===== src/rtl/ifetch_stage.sv =====
// Instruction fetch stage: reads one word per fetch over a 4-phase req/ack memory
// handshake and pushes it into the instruction queue over a 4-phase we/w_ack handshake.
module ifetch_stage #(
   parameter int unsigned     PC_W     = 64,
   parameter int unsigned     DATA_L   = 32,
   parameter logic [PC_W-1:0] RESET_PC = '0,
   parameter logic [PC_W-1:0] PC_INC   = PC_W'(4)
) (
   input  logic              clk,
   input  logic              rst,
   input  logic              stall,
   input  logic              redirect,
   input  logic [PC_W-1:0]   redirect_pc,
   output logic              mem_re,
   output logic [PC_W-1:0]   mem_addr,
   input  logic [DATA_L-1:0] mem_rdata,
   input  logic              mem_ack,
   output logic              buf_we,
   output logic [DATA_L-1:0] buf_din,
   input  logic              buf_w_ack,
   input  logic              buf_full,
   output logic [PC_W-1:0]   pc,
   output logic [31:0]       fetch_cnt
);

   localparam logic [2:0] IDLE     = 3'd0;
   localparam logic [2:0] MEM_REQ  = 3'd1;
   localparam logic [2:0] MEM_REL  = 3'd2;
   localparam logic [2:0] BUF_WAIT = 3'd3;
   localparam logic [2:0] BUF_REQ  = 3'd4;
   localparam logic [2:0] BUF_REL  = 3'd5;

   logic [2:0]      state;
   logic            redir_pend;
   logic [PC_W-1:0] redir_tgt;

   always_ff @(posedge clk) begin
      if (rst) begin
         state      <= IDLE;
         pc         <= RESET_PC;
         mem_re     <= 1'b0;
         buf_we     <= 1'b0;
         mem_addr   <= '0;
         buf_din    <= '0;
         fetch_cnt  <= '0;
         redir_pend <= 1'b0;
         redir_tgt  <= '0;
      end else begin
         case (state)
            IDLE: begin
               if (redir_pend) begin
                  pc         <= redir_tgt;
                  redir_pend <= 1'b0;
               end else if (!stall) begin
                  mem_addr <= pc;
                  mem_re   <= 1'b1;
                  state    <= MEM_REQ;
               end
            end
            MEM_REQ: begin
               if (mem_ack) begin
                  buf_din <= mem_rdata;
                  mem_re  <= 1'b0;
                  state   <= MEM_REL;
               end
            end
            MEM_REL: begin
               if (!mem_ack) state <= redir_pend ? IDLE : BUF_WAIT;
            end
            BUF_WAIT: begin
               if (redir_pend) begin
                  state <= IDLE;
               end else if (!buf_full) begin
                  buf_we <= 1'b1;
                  state  <= BUF_REQ;
               end
            end
            BUF_REQ: begin
               if (buf_w_ack) begin
                  buf_we <= 1'b0;
                  state  <= BUF_REL;
               end
            end
            BUF_REL: begin
               if (!buf_w_ack) begin
                  fetch_cnt <= fetch_cnt + 32'd1;
                  // A pending redirect replaces the increment; IDLE loads its target.
                  if (!redir_pend) pc <= pc + PC_INC;
                  state <= IDLE;
               end
            end
            default: begin
               state  <= IDLE;
               mem_re <= 1'b0;
               buf_we <= 1'b0;
            end
         endcase
         // Placed last so a pulse arriving as IDLE consumes the old target still wins.
         if (redirect) begin
            redir_pend <= 1'b1;
            redir_tgt  <= {redirect_pc[PC_W-1:2], 2'b00};
         end
      end
   end

endmodule


===== config.mk =====
export PLATFORM = sky130hd
export DESIGN_NAME = ifetch_stage
export DESIGN_NICKNAME = d
export VERILOG_FILES = /design/src/rtl/ifetch_stage.sv
export SDC_FILE = /design/constraint.sdc
export NUM_CORES = 1
export LEC_CHECK = 0
export CAP_MARGIN = 20
export CORE_ASPECT_RATIO = 1.5
export CORE_UTILIZATION = 40
export CTS_BUF_LIST = sky130_fd_sc_hd__clkbuf_4 sky130_fd_sc_hd__clkbuf_8
export CTS_CLUSTER_SIZE = 12
export DETAILED_ROUTE_END_ITERATION = 7
export PLACE_DENSITY = 0.77
export SKIP_LAST_GASP = 1
export SLEW_MARGIN = 5
export SYNTH_ARGS = -nofsm -noshare
export SYNTH_HDL_FRONTEND = slang
export SYNTH_SLANG_ARGS = --single-unit
export TNS_END_PERCENT = 5

===== constraint.sdc =====
create_clock -name clk -period 2.64 [get_ports clk]
set_input_delay 0.396 -clock clk [delete_from_list [all_inputs] [get_ports clk]]
set_output_delay 0.396 -clock clk [all_outputs]
set_load 0.1 [all_outputs]

# [After elaboration in Yosys (flattened, before gate mapping)]
# Cells that the tools add are included.
# Widths: inputs -> output; s select.
[word_totals] register_bits=260 input_bits=103 out_inout_bits=194 wordCells=68
[classes] add_sub_neg=2 n_eq_ne=16 mux=24 n_bitwise=5 n_reduce_logical=12
[ops] cell="$mux 64" count=3
[ops] cell="$pmux 64 s2" count=1
[ops] cell="$add 64x3->64 const B" count=1
[ops] cell="$add 32x1->32 const B" count=1
[ops] cell="$mux 3" count=8
[ops] cell="$ne 2x2->1 const B" count=10
[ops] cell="$pmux 3 s6" count=1
[ops] cell="$reduce_and 4->1" count=3
[ops] cell="$mux 1" count=8
[ops] cell="$reduce_or 4->1" count=2
[ops] cell="$reduce_and 7->1" count=1
[ops] cell="$eq 3x2->1 const B" count=2
[ops] cell="$eq 3x3->1 const B" count=2
[ops] cell="$pmux 1 s3" count=2
[ops] cell="$not 1->1" count=5
[ops] cell="$reduce_and 2->1" count=2
[ops] cell="$reduce_bool 2->1" count=2
[ops] cell="$eq 3x1->1 const B" count=1
[ops] cell="$logic_not 3->1" count=1
[ops] cell="$ne 3x3->1 const B" count=1
[ops] cell="$reduce_and 3->1" count=1
[ops] cell="$mux 2" count=1

# [Logic depth before layout (Yosys ltp)]
[logic_depth] depth_word=4 depth_mapped=8 depth_no_buf=6

# [Least setup slack after synthesis]
# OpenSTA, ideal clock, no wires.
[synth_path] kind="flip-flop to flip-flop" from="reg pc[2]" to="reg pc[56]" setup_ns=0.075 arrival_ns=3.118 slack_ns=-0.553 path_stages_with_launch=8 n_path_buf=1 synth_period_minus_slack_ns=3.193 path_cell_list="dfxtp_1 ha_1 nand4_1 nor4_2 nand3_1 clkbuf_1 or4_1 a31oi_1"
[synth_via] elab_chain_len=4
[synth_lines] element="start: declaration" line_no="22" source="output logic [PC_W-1:0] pc,"
[synth_lines] element="start signal: assignment" line_no="52" source="pc <= redir_tgt;"
[synth_lines] element="start signal: assignment" line_no="88" source="if (!redir_pend) pc <= pc + PC_INC;"
[synth_lines] element="$add 64x3->64" line_no="88"
[synth_lines] element="$mux 64" line_no="88"
[synth_lines] element="$mux 64" line_no="85" source="if (!buf_w_ack) begin"
[synth_lines] element="$pmux 64 s2" line_no="49" source="case (state)"
# Every way passes these cells. The select of a mux whose other input is x is not followed.
# A chain may end at the register's enable or synchronous reset.

# [Worst setup path after layout]
[layout_path] from="reg pc[10]" to="reg pc[61]"
# Same word-level chain as after synthesis.

==> reports/summary.txt <==
status - finished clean
total CTS buffers - 40
synth warn - 0
fin crit period - 2310 ps
HPWL after DPL - 28,500 µm
Seq/Total Area, Yosys - 0.443
Worst Reg-to-Reg Cells - 5
Power Internal - 7.12 mW
Bufs and invs on worst path - 0
Total GRT Usage - 0.262
IO Count - 297
Core Util, Final - 0.548
Avg WL per Cell - 18.5 µm
CP startpoint - pc[10]$_SDFFE_PP0P_
first-pass iteration count of the detailed router - 5
Seq pwr share - 0.383
top-count cell post-synth - nand2_1
# fillers - 2,679
DR iter-0 viols - 872
synthesized cell area - 0.0116 mm²
FF+latch count, synth - 256
full die area - 0.0296 mm²
end of the worst hold path - pc[60]$_SDFFE_PP0P_
CP Capture Type - register
Crit Path Max Fanout - 7
crit share post-route - 0.877
post-detailed-route via-to-cell ratio - 5.53
H-tree depth - 2
final wirelength - 39,500 µm
Cells after Synth - 1,457
post-CTS sizing - 0
DP Worst Slack - 33.7 ps
asr flop ratio synth - 0
Die Y-Extent - 210 µm
Post-route DRC - 0
TritonCTS clock tree - yes
Mapped Avg Cell Area - 7.94 µm²
Worst VDD drop - 0.433 mV
CTS Buffer Depth - 3
Post-synth top cells - nand2_1, dfxtp_1, a21oi_1
row cnt - 75
total grt overflow - 0
net switching share of the total power - 0.396
Worst Tran Pin Value - 696 ps
R2R setup slack - 330 ps
Yosys top cell area share - 0.443
share of cells above drive strength 1 - 0.212
WHS - 189 ps
Relative slew margins - 0.536
Hold WC Path Type - input port to register
Lkg Pwr - 6.00 nW
n_diodes - 0
maxcap violations - 0
Detail Route Antenna Nets - 0
initial antenna violation count - 0
Setup Skew - 21.8 ps
area leader, netlist - dfxtp_1
R2R Path End - pc[61]$_SDFFE_PP0P_
critical path's slowest cell - or4_1
RSZ-0062 raised after global routing - no
first-pass GRT wire length - 61,000 µm
# setup viols final - 0
EDFF count, synth - 0
NetSw - 4.68 mW
placed inst area - 0.0146 mm²
Post-synth top flop - dfxtp_1
worst flop-to-flop path startpoint - pc[10]$_SDFFE_PP0P_
routability congestion estimate - 0.938
Synth cell types - 68
Port-buffer cells - 290
clock latency on the worst-skew pair - 570 ps
Area growth syn-to-layout - 33.6%
power share of the clock group - 0.307
PnR worst setup slack - 326 ps
cts hold-fix bufs - 0
Power Density - 763 mW/mm²
fmax - 432 MHz
Critical Path Start Type - register
Root Driver - clkbuf_8
Reg clk slew, reported paths - 70 ps
area of the core - 0.0282 mm²
worst hold path depth - 2
combinational power share - 0.310
HP Start - rst
Worst path top cell family by delay - simple AND/OR/NAND/NOR gates
final-stage net count - 1,830
Initial Utilization - 0.410
vias in the first global route - 11,373
Worst EP arrival - 2750 ps
postcts setup bufs - 0
vias post-DR - 11,833
largest net degree at the start of global routing - 90
Tot Pwr - 11.8 mW
clock sink count - 256
worst-path cell chain - nand4_4 > or3_1 > or4_1 > or2_0 > a311o_1
CP Class - register to register
final-report hold violation count - 0
Largest stage delay, worst path - 590 ps
ranking of synthesized cells by area - dfxtp_1, nand2_1, a21oi_1
post-route cell area - 0.0155 mm²
Die W - 141 µm
max-slew violation count - 0
WP data required - 3070 ps
-- registers in the layout (all words and copies together), names as in the netlist --
signal and count:
redir_pend 1, mem_addr 62, state 3, buf_din 32
mem_re 1, fetch_cnt 32, pc 62, buf_we 1
redir_tgt 62
-- worst max path at each step --
| stage | endpoint | slack [ps] | depth (start not counted) |
|---|---|---|---|
| floorplan | pc[61]$_SDFFE_PP0P_ | -90 | 6 |
| detailed placement | pc[52]$_SDFFE_PP0P_ | 30 | 6 |
| CTS | pc[61]$_SDFFE_PP0P_ | 350 | 5 |
| finish | pc[61]$_SDFFE_PP0P_ | 330 | 5 |
| global route | pc[26]$_SDFFE_PP0P_ | 240 | 6 |
| global placement | pc[52]$_SDFFE_PP0P_ | 80 | 6 |
-- cell families (layout without fill, tap and decap cells) --
family          count (synthesis)  in the layout  share of synthesized area
compound gates                299            299                      0.156
xor+xnor                       25             25                     0.0189
fa+ha+maj                       2              2                    0.00216
buf+inv                       138            432                     0.0465
flops                         256            256                      0.443
mux                            72             72                     0.0626
other cells                     1              4                   0.000324
simple gates                  664            664                      0.271
-- power by group through the flow --
| stage | clock (mW) | sequential (mW) | combinational (mW) |
|---|---|---|---|
| CTS | 3.71 | 4.52 | 3.66 |
| detailed placement | 0 | 4.60 | 3.65 |
| finish | 3.62 | 4.52 | 3.66 |
| floorplan | 0 | 6.01 | 1.18 |
| global route | 3.87 | 4.55 | 3.86 |
| global placement | 0 | 4.59 | 3.62 |
-- worst register-to-register path: stages (launching register included) --
cell,delay [ps]
dfxtp_4,400
nand4_4,160
or3_1,460
or4_1,590
or2_0,240
a311o_1,340
-- layout make-up --
type | count | area [µm²] | share of cell area
Clock inverter | 6 | 55.1 | 0.00356
Inverter | 18 | 67.6 | 0.00437
Timing Repair Buffer | 343 | 2910 | 0.188
Multi-Input combinational cell | 1066 | 5960 | 0.385
Clock buffer | 65 | 807 | 0.0522
Tap cell | 385 | 482 | 0.0311
Sequential cell | 256 | 5190 | 0.335
-- metal layers --
layer  up-vias  GRT usage  share of wire
li1       5676          -              -
met1      5572      0.263           0.35
met2       448      0.488           0.52
met3       137     0.0582          0.068
met4         0      0.164          0.059
met5         -          0              0
-- metrics by stage --
stage	setup TNS, ps	cells
floorplan	-227	1460
global placement	0	2068
detailed placement	0	2068
CTS	0	2139
global route	0	2139
finish	0	2139
-- cell usage in the layout, fill, tap and decap left out, drive strengths merged, types with 23 or more instances in the layout --
| cell type | n |
|---|---|
| nand2 | 283 |
| dfxtp | 256 |
| buf | 244 |
| a21oi | 142 |
| nor2 | 132 |
| clkdlybuf4s50 | 98 |
| mux2i | 69 |
| clkbuf | 66 |
| o21ai | 48 |
| nand3 | 44 |
| nand4 | 43 |
| nor3 | 30 |
| and3 | 23 |
| a31oi | 23 |
| nor4 | 23 |
Power figures use the tool's default switching activity.
